<file path="config.mk">
export PLATFORM = sky130hd
export DESIGN_NAME = reset_sequencer
export DESIGN_NICKNAME = d
export VERILOG_FILES = /design/src/rtl/reset_sequencer.sv
export SDC_FILE = /design/constraint.sdc
export NUM_CORES = 1
export LEC_CHECK = 0
export CAP_MARGIN = 20
export CORE_AREA = 2 2 94 96
export DETAILED_ROUTE_END_ITERATION = 16
export DIE_AREA = 0 0 96 98
export PLACE_DENSITY = 0.56
export SLEW_MARGIN = 20
export SYNTH_ARGS = -nofsm -noshare
export SYNTH_HDL_FRONTEND = slang
export SYNTH_SLANG_ARGS = --single-unit
</file>
<file path="constraint.sdc">
create_clock -name clock -period 2.67 [get_ports clock]
set_input_delay 0.267 -clock clock [delete_from_list [all_inputs] [get_ports clock]]
set_output_delay 0.267 -clock clock [all_outputs]
set_load 0.005 [all_outputs]
</file>
<file path="src/rtl/reset_sequencer.sv">
// Board reset controller: releases downstream reset domains in index order once the
// PLL lock is stable and the button is released; re-asserts them on lock loss or press.
module reset_sequencer #(
    parameter int STAGES          = 2,
    parameter int LOCK_CYCLES     = 1024,
    parameter int STAGE_CYCLES    = 256,
    parameter int DEBOUNCE_CYCLES = 65536
) (
    input  logic              clock,
    input  logic              reset,
    input  logic              io_pllLock,
    input  logic              io_buttonN,
    output logic [STAGES-1:0] io_resetOut,
    output logic              io_ready,
    output logic [1:0]        io_cause,
    output logic [7:0]        io_faultCount
);

    localparam int LW = $clog2(LOCK_CYCLES + 1);
    localparam int TW = $clog2(STAGE_CYCLES + 1);
    localparam int DW = $clog2(DEBOUNCE_CYCLES + 1);
    localparam int KW = $clog2(STAGES + 1);

    localparam logic [LW-1:0] LOCK_LAST  = LW'(LOCK_CYCLES - 1);
    localparam logic [TW-1:0] STAGE_LAST = TW'(STAGE_CYCLES - 1);
    localparam logic [DW-1:0] DB_LAST    = DW'(DEBOUNCE_CYCLES - 1);
    localparam logic [KW-1:0] K_LAST     = KW'(STAGES - 1);

    typedef enum logic [1:0] {
        HOLD,
        WAIT_LOCK,
        RELEASE,
        RUN
    } state_e;

    state_e            state_q, state_d;
    logic              lockMeta_q, lockSync_q;
    logic              btnMeta_q, btnSync_q;
    logic              btnDeb_q, btnDeb_d;
    logic [DW-1:0]     dbCnt_q, dbCnt_d;
    logic [LW-1:0]     lockCnt_q, lockCnt_d;
    logic [TW-1:0]     timer_q, timer_d;
    logic [KW-1:0]     stage_q, stage_d;
    logic [STAGES-1:0] resetOut_q, resetOut_d;
    logic              ready_q, ready_d;
    logic [1:0]        cause_q, cause_d;
    logic [7:0]        faultCount_q, faultCount_d;

    logic pressed;
    logic fault;
    logic stageDone;

    assign pressed   = ~btnDeb_q;
    assign fault     = ((state_q == RELEASE) || (state_q == RUN)) && (~lockSync_q || pressed);
    assign stageDone = (timer_q == STAGE_LAST);

    always_ff @(posedge clock) begin
        if (reset) begin
            state_q      <= HOLD;
            lockMeta_q   <= 1'b0;
            lockSync_q   <= 1'b0;
            btnMeta_q    <= 1'b0;
            btnSync_q    <= 1'b0;
            btnDeb_q     <= 1'b1;
            dbCnt_q      <= '0;
            lockCnt_q    <= '0;
            timer_q      <= '0;
            stage_q      <= '0;
            resetOut_q   <= '1;
            ready_q      <= 1'b0;
            cause_q      <= 2'd0;
            faultCount_q <= 8'd0;
        end else begin
            state_q      <= state_d;
            lockMeta_q   <= io_pllLock;
            lockSync_q   <= lockMeta_q;
            btnMeta_q    <= io_buttonN;
            btnSync_q    <= btnMeta_q;
            btnDeb_q     <= btnDeb_d;
            dbCnt_q      <= dbCnt_d;
            lockCnt_q    <= lockCnt_d;
            timer_q      <= timer_d;
            stage_q      <= stage_d;
            resetOut_q   <= resetOut_d;
            ready_q      <= ready_d;
            cause_q      <= cause_d;
            faultCount_q <= faultCount_d;
        end
    end

    // The debounced level only follows btnSync after it has disagreed for a full window.
    always_comb begin
        btnDeb_d = btnDeb_q;
        dbCnt_d  = '0;
        if (btnSync_q != btnDeb_q) begin
            if (dbCnt_q == DB_LAST) begin
                btnDeb_d = btnSync_q;
            end else begin
                dbCnt_d = dbCnt_q + 1'b1;
            end
        end
    end

    always_comb begin
        state_d   = state_q;
        lockCnt_d = '0;
        timer_d   = '0;
        stage_d   = '0;
        unique case (state_q)
            HOLD: begin
                if (!pressed) begin
                    state_d = WAIT_LOCK;
                end
            end
            WAIT_LOCK: begin
                if (pressed) begin
                    state_d = HOLD;
                end else if (lockSync_q) begin
                    if (lockCnt_q == LOCK_LAST) begin
                        state_d = RELEASE;
                    end else begin
                        lockCnt_d = lockCnt_q + 1'b1;
                    end
                end
            end
            RELEASE: begin
                if (fault) begin
                    state_d = HOLD;
                end else if (stageDone) begin
                    stage_d = stage_q + 1'b1;
                    if (stage_q == K_LAST) begin
                        state_d = RUN;
                    end
                end else begin
                    stage_d = stage_q;
                    timer_d = timer_q + 1'b1;
                end
            end
            RUN: begin
                if (fault) begin
                    state_d = HOLD;
                end else begin
                    stage_d = stage_q;
                end
            end
            default: state_d = HOLD;
        endcase
    end

    // A fault wins over a stage release on the same edge because it forces state_d to HOLD.
    always_comb begin
        resetOut_d   = resetOut_q;
        cause_d      = cause_q;
        faultCount_d = faultCount_q;
        ready_d      = (state_d == RUN);
        if ((state_d == HOLD) || (state_d == WAIT_LOCK)) begin
            resetOut_d = '1;
        end else if ((state_q == RELEASE) && stageDone) begin
            for (int i = 0; i < STAGES; i++) begin
                if (stage_q == KW'(i)) begin
                    resetOut_d[i] = 1'b0;
                end
            end
        end
        if (fault) begin
            cause_d = {pressed, ~lockSync_q};
            if (faultCount_q != 8'hFF) begin
                faultCount_d = faultCount_q + 8'd1;
            end
        end
    end

    assign io_resetOut   = resetOut_q;
    assign io_ready      = ready_q;
    assign io_cause      = cause_q;
    assign io_faultCount = faultCount_q;

endmodule

</file>
# == Word level (Yosys, flattened, before mapping) ==
# Index checks and enable logic that the tools add are counted.
# totals
ff_bits,59
input_bits,4
out_inout_bits,13
elab_cells,68
# classes
add_sub_neg,5
eq_ne,13
n_mux,13
n_bitwise,5
n_reduce_logical,17
# ops
cell,n
2-bit 2-to-1 mux,11
"17-bit by 1-bit adder with 17-bit output, second input constant",1
"17-bit by 16-bit == test with 1-bit output, second input constant",1
"11-bit by 1-bit adder with 11-bit output, second input constant",1
"11-bit by 10-bit == test with 1-bit output, second input constant",1
2-bit AND reduction,5
"9-bit by 1-bit adder with 9-bit output, second input constant",1
"9-bit by 8-bit == test with 1-bit output, second input constant",1
"8-bit by 1-bit adder with 8-bit output, second input constant",1
"8-bit != test, second input constant",1
2-bit one-hot mux with 4 select lines,1
"2-bit by 1-bit == test with 1-bit output, second input constant",3
"2-bit == test, second input constant",3
2-bit zero test,3
1-bit NOT,5
5-bit OR reduction,1
2-bit one-hot mux with 2 select lines,1
4-bit OR reduction,1
1-bit logical OR,3
"3-bit != test, second input constant",1
3-bit OR reduction,1
"2-bit by 1-bit adder with 2-bit output, second input constant",1
1-bit logical AND,2
"2-bit != test, second input constant",1
other kinds (2),2

# == Logic depth before layout (Yosys ltp) ==
# depth
word_depth,8
ltp_mapped,9

# == Worst setup path before layout ==
# OpenSTA, ideal clock, no wires.
# synth_path
path_kind,register -> register
from,reg dbCnt_q[0]
to,reg dbCnt_q[10]
setup_ps,128
t_arrival_ps,2167
t_required_ps,2542
setup_slack_ps,375
path_stages_with_launch,10
path_buffers,2
period_less_slack_ps,2295
path_cell_list,dfxtp_1 -> ha_1 -> nand4_1 -> or3_2 -> nor3_1 -> ha_1 -> or3_1 -> clkbuf_1 -> clkbuf_1 -> nor2_1
# synth_between
elab_chain_len,2
elab_cells_between_ends,3
classes_between,1 x add/sub; 1 x eq/ne; 1 x reduce/logical
# synth_rtl
item,line,rtl
start: declaration,40,"logic [DW-1:0] dbCnt_q, dbCnt_d;"
start signal: assignment,80,dbCnt_q <= dbCnt_d;
"parallel branches: the longest is 2 deep, another holds 17-bit by 1-bit adder with 17-bit output",--,
# Several ways; the timed one is not identified.
# A chain may end at the register's enable or synchronous reset.

# == Final worst setup path ==
# layout_path
from,reg dbCnt_q[0]
to,reg dbCnt_q[8]
# Same word-level chain as after synthesis.

==> impl_results.html <==
<table>
<tr><th>Metric</th><th>Value</th></tr>
<tr><th colspan="2">Die</th></tr>
<tr><td>Top-level I/O count</td><td>17</td></tr>
<tr><td>Starting Density</td><td>0.290</td></tr>
<tr><td>Die ar.</td><td>~0.0094 mm²</td></tr>
<tr><td>Horizontal die dimension</td><td>96 µm</td></tr>
<tr><td>Area of the core</td><td>0.00847 mm²</td></tr>
<tr><td>Die height</td><td>~98 µm</td></tr>
<tr><td>Floorplan row count</td><td>34</td></tr>
<tr><th colspan="2">Routing</th></tr>
<tr><td>Via density</td><td>between 4 and 5</td></tr>
<tr><td>Number of DRC markers in iteration 0</td><td>50</td></tr>
<tr><td>DRT Pass-1 Iters</td><td>4</td></tr>
<tr><td>Routed wire per std cell</td><td>10.4 µm</td></tr>
<tr><td>Number of antenna-violating nets in the routed design</td><td>0</td></tr>
<tr><td>Routed wire length</td><td>around 4200 µm</td></tr>
<tr><td># DRC</td><td>0</td></tr>
<tr><td>Via Count</td><td>roughly 1,900</td></tr>
<tr><th colspan="2">Worst setup path</th></tr>
<tr><td>Kind of cell with the highest combined delay on the critical path</td><td>simple AND/OR/NAND/NOR gates</td></tr>
<tr><td>Required arrival time at the worst endpoint</td><td>between 2 and 3 ns</td></tr>
<tr><td>Destination of the worst register-to-register timing path</td><td>dbCnt_q[8]</td></tr>
<tr><td>Crit path buffers/inverters</td><td>1</td></tr>
<tr><td>Critical-path cell list</td><td>ha_1 -&gt; nand4_1 -&gt; or3_2 -&gt; nor3_1 -&gt; ha_1 -&gt; or3_1 -&gt; buf_4 -&gt; nor2_1</td></tr>
<tr><td>Maximum cell stage delay along the critical path</td><td>approximately 0.44 ns</td></tr>
<tr><td>Capture point of the worst path</td><td>dbCnt_q[8]</td></tr>
<tr><td>Start-to-end type of the worst setup path</td><td>reg2reg</td></tr>
<tr><td>Worst endpoint data arrival time</td><td>~2.3 ns</td></tr>
<tr><td>Crit. path cell count</td><td>8</td></tr>
<tr><td>Critical register-to-register path startpoint</td><td>dbCnt_q[0]</td></tr>
<tr><td>Worst reg2reg path depth</td><td>8</td></tr>
<tr><td>Cell type of the slowest stage on the worst timing path</td><td>sky130_fd_sc_hd__or3_2</td></tr>
<tr><td>Flop-to-flop setup slack</td><td>around 0.56 ns</td></tr>
<tr><td>Worst setup path startpoint</td><td>dbCnt_q[0]</td></tr>
<tr><td>Critical path startpoint category</td><td>register</td></tr>
<tr><td>Dominant cell type by count on the critical path</td><td>sky130_fd_sc_hd__ha_1</td></tr>
<tr><td>Largest driver fanout on the critical path</td><td>17</td></tr>
<tr><td>Setup crit end kind</td><td>register</td></tr>
<tr><th colspan="2">CTS</th></tr>
<tr><td>Clock tree from TritonCTS</td><td>built</td></tr>
<tr><td>Cts bufs inserted</td><td>9</td></tr>
<tr><td>Clock latency on the worst-skew pair</td><td>between 0.3 and 0.4 ns</td></tr>
<tr><td>Root buffer selected by CTS</td><td>sky130_fd_sc_hd__clkbuf_8</td></tr>
<tr><td>Clock transition at the registers of the reported paths</td><td>~0.060 ns</td></tr>
<tr><td>Htree depth</td><td>3</td></tr>
<tr><td>Number of gates resized after CTS</td><td>0</td></tr>
<tr><td>Number of clock sinks</td><td>59</td></tr>
<tr><td>CTS Buffer Depth</td><td>2</td></tr>
<tr><td>Buffers inserted during post-CTS setup optimization</td><td>0</td></tr>
<tr><td>Number of buffers added to fix hold violations after cts</td><td>0</td></tr>
<tr><th colspan="2">Layout</th></tr>
<tr><td>Antenna diode count</td><td>0</td></tr>
<tr><td>Total of fill cells in the finished design</td><td>just under 900</td></tr>
<tr><td>Layout cell share with drive strength beyond 1</td><td>0.0707</td></tr>
<tr><td>Layout net count</td><td>305</td></tr>
<tr><td>Layout-stage area growth over the synthesis result</td><td>19.4%</td></tr>
<tr><td>Area of combinational cells with multiple inputs</td><td>0.00120 mm²</td></tr>
<tr><td>Final core utilization</td><td>0.346</td></tr>
<tr><td>Reg area</td><td>between 0.001 and 0.0015 mm²</td></tr>
<tr><td>Final standard cell count with taps included and fillers excluded</td><td>405</td></tr>
<tr><th colspan="2">Synth</th></tr>
<tr><td>Per-instance average area after synthesis</td><td>9.05 µm²</td></tr>
<tr><td>Number of warnings reported in the yosys synthesis log</td><td>0</td></tr>
<tr><td>Mapped Cells</td><td>roughly 270</td></tr>
<tr><td>Library cells used by synthesis</td><td>38</td></tr>
<tr><td>Most used flip-flop cell after synthesis</td><td>sky130_fd_sc_hd__dfxtp_1</td></tr>
<tr><td>Post-synthesis sequential area ratio</td><td>0.481</td></tr>
<tr><td>Number of synthesized register bits</td><td>between 50 and 60</td></tr>
<tr><td>Number of synthesized flops with an enable pin</td><td>0</td></tr>
<tr><td>Net Count, Synth</td><td>between 200 and 300</td></tr>
<tr><td>Post-synthesis async set-or-reset flop share</td><td>0</td></tr>
<tr><td>Netlist area before placement</td><td>0.00245 mm²</td></tr>
<tr><th colspan="2">Global routing</th></tr>
<tr><td>Pin count of the biggest net entering global routing</td><td>18</td></tr>
<tr><td>Global routing usage summed across all routing layers</td><td>0.102</td></tr>
<tr><td>Global-route wire length before repair</td><td>approximately 7500 µm</td></tr>
<tr><td>Remaining global-route overflow</td><td>0</td></tr>
<tr><td>Number of global-route vias before repair</td><td>~1,700</td></tr>
<tr><td>Initial antenna violation count</td><td>0</td></tr>
<tr><th colspan="2">Job</th></tr>
<tr><td>Max-capacitance violation count</td><td>0</td></tr>
<tr><th colspan="2">Placed design</th></tr>
<tr><td>Placed wire-length estimate</td><td>2940 µm</td></tr>
<tr><td>IO buf count</td><td>16</td></tr>
<tr><td>Final weighted congestion in routability-driven placement</td><td>approximately 0.7</td></tr>
<tr><td>Placed instance count</td><td>just under 400</td></tr>
<tr><th colspan="2">Timing</th></tr>
<tr><td>Worst slew pin tran</td><td>between 0.6 and 0.7 ns</td></tr>
<tr><td>Worst slew slack as a fraction of its limit</td><td>0.568</td></tr>
<tr><td>Post-Route Setup TNS</td><td>0 ns</td></tr>
<tr><td>Final clock period utilization by the worst path</td><td>0.792</td></tr>
<tr><td>Layout Skew</td><td>approximately 0.0085 ns</td></tr>
<tr><td>Worst-case hold slack</td><td>between 0.4 and 0.5 ns</td></tr>
<tr><td>Unrepaired setup endpoints after global routing</td><td>false</td></tr>
<tr><td>Max frequency</td><td>between 400 and 500 MHz</td></tr>
<tr><td>Max Slew Vio Count</td><td>0</td></tr>
<tr><td>Min Clock Period, post-route</td><td>approximately 2.1 ns</td></tr>
<tr><td>Hold Violations, Final</td><td>0</td></tr>
<tr><td>Setup-violating endpoint count in the final report</td><td>0</td></tr>
<tr><th colspan="2">Pwr</th></tr>
<tr><td>Static power due to leakage</td><td>~0.0010 µW</td></tr>
<tr><td>Power Total</td><td>~1700 µW</td></tr>
<tr><td>Power per cell area</td><td>slightly below 600 mW/mm²</td></tr>
<tr><td>Peak ir drop on the vdd network</td><td>slightly below 200 µV</td></tr>
<tr><th colspan="2">Outcome</th></tr>
<tr><td>Status</td><td>completed</td></tr>
<tr><th colspan="2">Worst hold path</th></tr>
<tr><td>Worst hold-check path type</td><td>reg2reg</td></tr>
<tr><td>Startpoint of the most critical hold path</td><td>btnMeta_q</td></tr>
</table>
==> kinds of logic (layout without fill, tap and decap cells) <==
group | after synthesis | count (layout) | share of synthesized area
and+or+nand+nor | 125 | 125 | 0.264
DFF | 59 | 59 | 0.481
AOI/OAI and AO/OA | 29 | 29 | 0.0719
xor gates and xnor gates | 29 | 29 | 0.104
buffers and inverters | 19 | 45 | 0.0301
adders and majority gates | 8 | 8 | 0.0408
muxes | 2 | 2 | 0.00816
==> final cells by class <==
type | count | share of cell area
multi-input combinational | 193 | 0.409
sequential | 59 | 0.403
timing repair buffer | 18 | 0.0598
clock buffer | 13 | 0.0543
tap | 108 | 0.0461
inverter | 12 | 0.0154
clock inverter | 2 | 0.0120
==> layer usage <==
layer	track usage	routed length, µm	part of all wire
met5	0	0	0
met4	0.0462	72	0.017
met3	0.0440	211	0.050
met2	0.149	1870	0.44
met1	0.129	2060	0.49
==> report_power, final <==
part | total (µW) | switching, µW | internal, µW
combinational | 32.0 | 17.3 | 14.7
sequential | 895 | 6.63 | 888
clock | 802 | 326 | 476
==> per-stage QoR <==
step,setup slack (ns),cell area [µm²]
6_report,0.555,2930
5_1_grt,0.324,2930
4_1_cts,0.526,2930
3_5_place_dp,0.549,2740
3_3_place_gp,0.592,2740
2_1_floorplan,0.375,2450
==> synthesized netlist by cell type (2+ instances only) <==
cell,n,area share
sky130_fd_sc_hd__dfxtp_1,59,0.48
sky130_fd_sc_hd__nor2_1,43,0.066
sky130_fd_sc_hd__nand3_1,16,0.033
sky130_fd_sc_hd__xor2_1,15,0.054
sky130_fd_sc_hd__nand2_1,14,0.021
sky130_fd_sc_hd__xnor2_1,14,0.050
sky130_fd_sc_hd__inv_1,12,0.018
sky130_fd_sc_hd__a21oi_1,11,0.022
sky130_fd_sc_hd__nand4_1,10,0.025
sky130_fd_sc_hd__ha_1,8,0.041
sky130_fd_sc_hd__nor2b_1,8,0.020
sky130_fd_sc_hd__o21ai_0,8,0.016
sky130_fd_sc_hd__nor3_1,6,0.012
sky130_fd_sc_hd__and3_1,5,0.013
sky130_fd_sc_hd__clkbuf_1,5,0.0076
sky130_fd_sc_hd__or3_1,5,0.013
sky130_fd_sc_hd__and4_1,4,0.014
sky130_fd_sc_hd__nand2b_1,3,0.0076
sky130_fd_sc_hd__a41oi_1,2,0.0071
sky130_fd_sc_hd__buf_2,2,0.0041
sky130_fd_sc_hd__mux2i_1,2,0.0082
sky130_fd_sc_hd__nor4_1,2,0.0051
sky130_fd_sc_hd__or3_2,2,0.0061
==> sequential cells by signal, summed over array words and instances, names as in the netlist <==
| register | cells |
|---|---|
| io_faultCount | 8 |
| dbCnt_q | 17 |
| io_cause | 2 |
| lockCnt_q | 11 |
| lockSync_q | 1 |
| timer_q | 9 |
| stage_q | 2 |
| btnSync_q | 1 |
| io_ready | 1 |
| btnDeb_q | 1 |
| btnMeta_q | 1 |
| io_resetOut | 2 |
| state_q | 2 |
| lockMeta_q | 1 |
==> worst reg2reg max path: stages (launching register included) <==
cell,delay (ns)
sky130_fd_sc_hd__dfxtp_1,0.37
sky130_fd_sc_hd__ha_1,0.23
sky130_fd_sc_hd__nand4_1,0.18
sky130_fd_sc_hd__or3_2,0.44
sky130_fd_sc_hd__nor3_1,0.19
sky130_fd_sc_hd__ha_1,0.21
sky130_fd_sc_hd__or3_1,0.12
sky130_fd_sc_hd__buf_4,0.20
sky130_fd_sc_hd__nor2_1,0.07
==> worst min-delay path by stage <==
stage | slack (ns) | cells past startpoint | end
2_1_floorplan | 0.34 | 1 | btnMeta_q
3_3_place_gp | 0.42 | 1 | lockSync_q
3_5_place_dp | 0.43 | 1 | btnSync_q
4_1_cts | 0.44 | 1 | btnSync_q
5_1_grt | 0.47 | 1 | lockSync_q
6_report | 0.44 | 1 | btnSync_q
==> placed cells by master, fill, tap and decap left out, types with 2 or more instances in the layout <==
| cell type | instances |
|---|---|
| sky130_fd_sc_hd__a21oi_1 | 11 |
| sky130_fd_sc_hd__and4_1 | 4 |
| sky130_fd_sc_hd__nor4_1 | 2 |
| sky130_fd_sc_hd__nand2b_1 | 3 |
| sky130_fd_sc_hd__or3_2 | 2 |
| sky130_fd_sc_hd__o21ai_0 | 8 |
| sky130_fd_sc_hd__mux2i_1 | 2 |
| sky130_fd_sc_hd__or3_1 | 5 |
| sky130_fd_sc_hd__clkdlybuf4s50_1 | 16 |
| sky130_fd_sc_hd__xnor2_1 | 14 |
| sky130_fd_sc_hd__nand3_1 | 16 |
| sky130_fd_sc_hd__and3_1 | 5 |
| sky130_fd_sc_hd__nand4_1 | 10 |
| sky130_fd_sc_hd__xor2_1 | 15 |
| sky130_fd_sc_hd__nand2_1 | 14 |
| sky130_fd_sc_hd__dfxtp_1 | 59 |
| sky130_fd_sc_hd__a41oi_1 | 2 |
| sky130_fd_sc_hd__buf_4 | 2 |
| sky130_fd_sc_hd__clkbuf_1 | 2 |
| sky130_fd_sc_hd__clkbuf_8 | 11 |
| sky130_fd_sc_hd__nor2b_1 | 8 |
| sky130_fd_sc_hd__ha_1 | 8 |
| sky130_fd_sc_hd__inv_1 | 12 |
| sky130_fd_sc_hd__nor2_1 | 43 |
| sky130_fd_sc_hd__nor3_1 | 6 |
No activity file was read; power rests on OpenSTA's default activity.
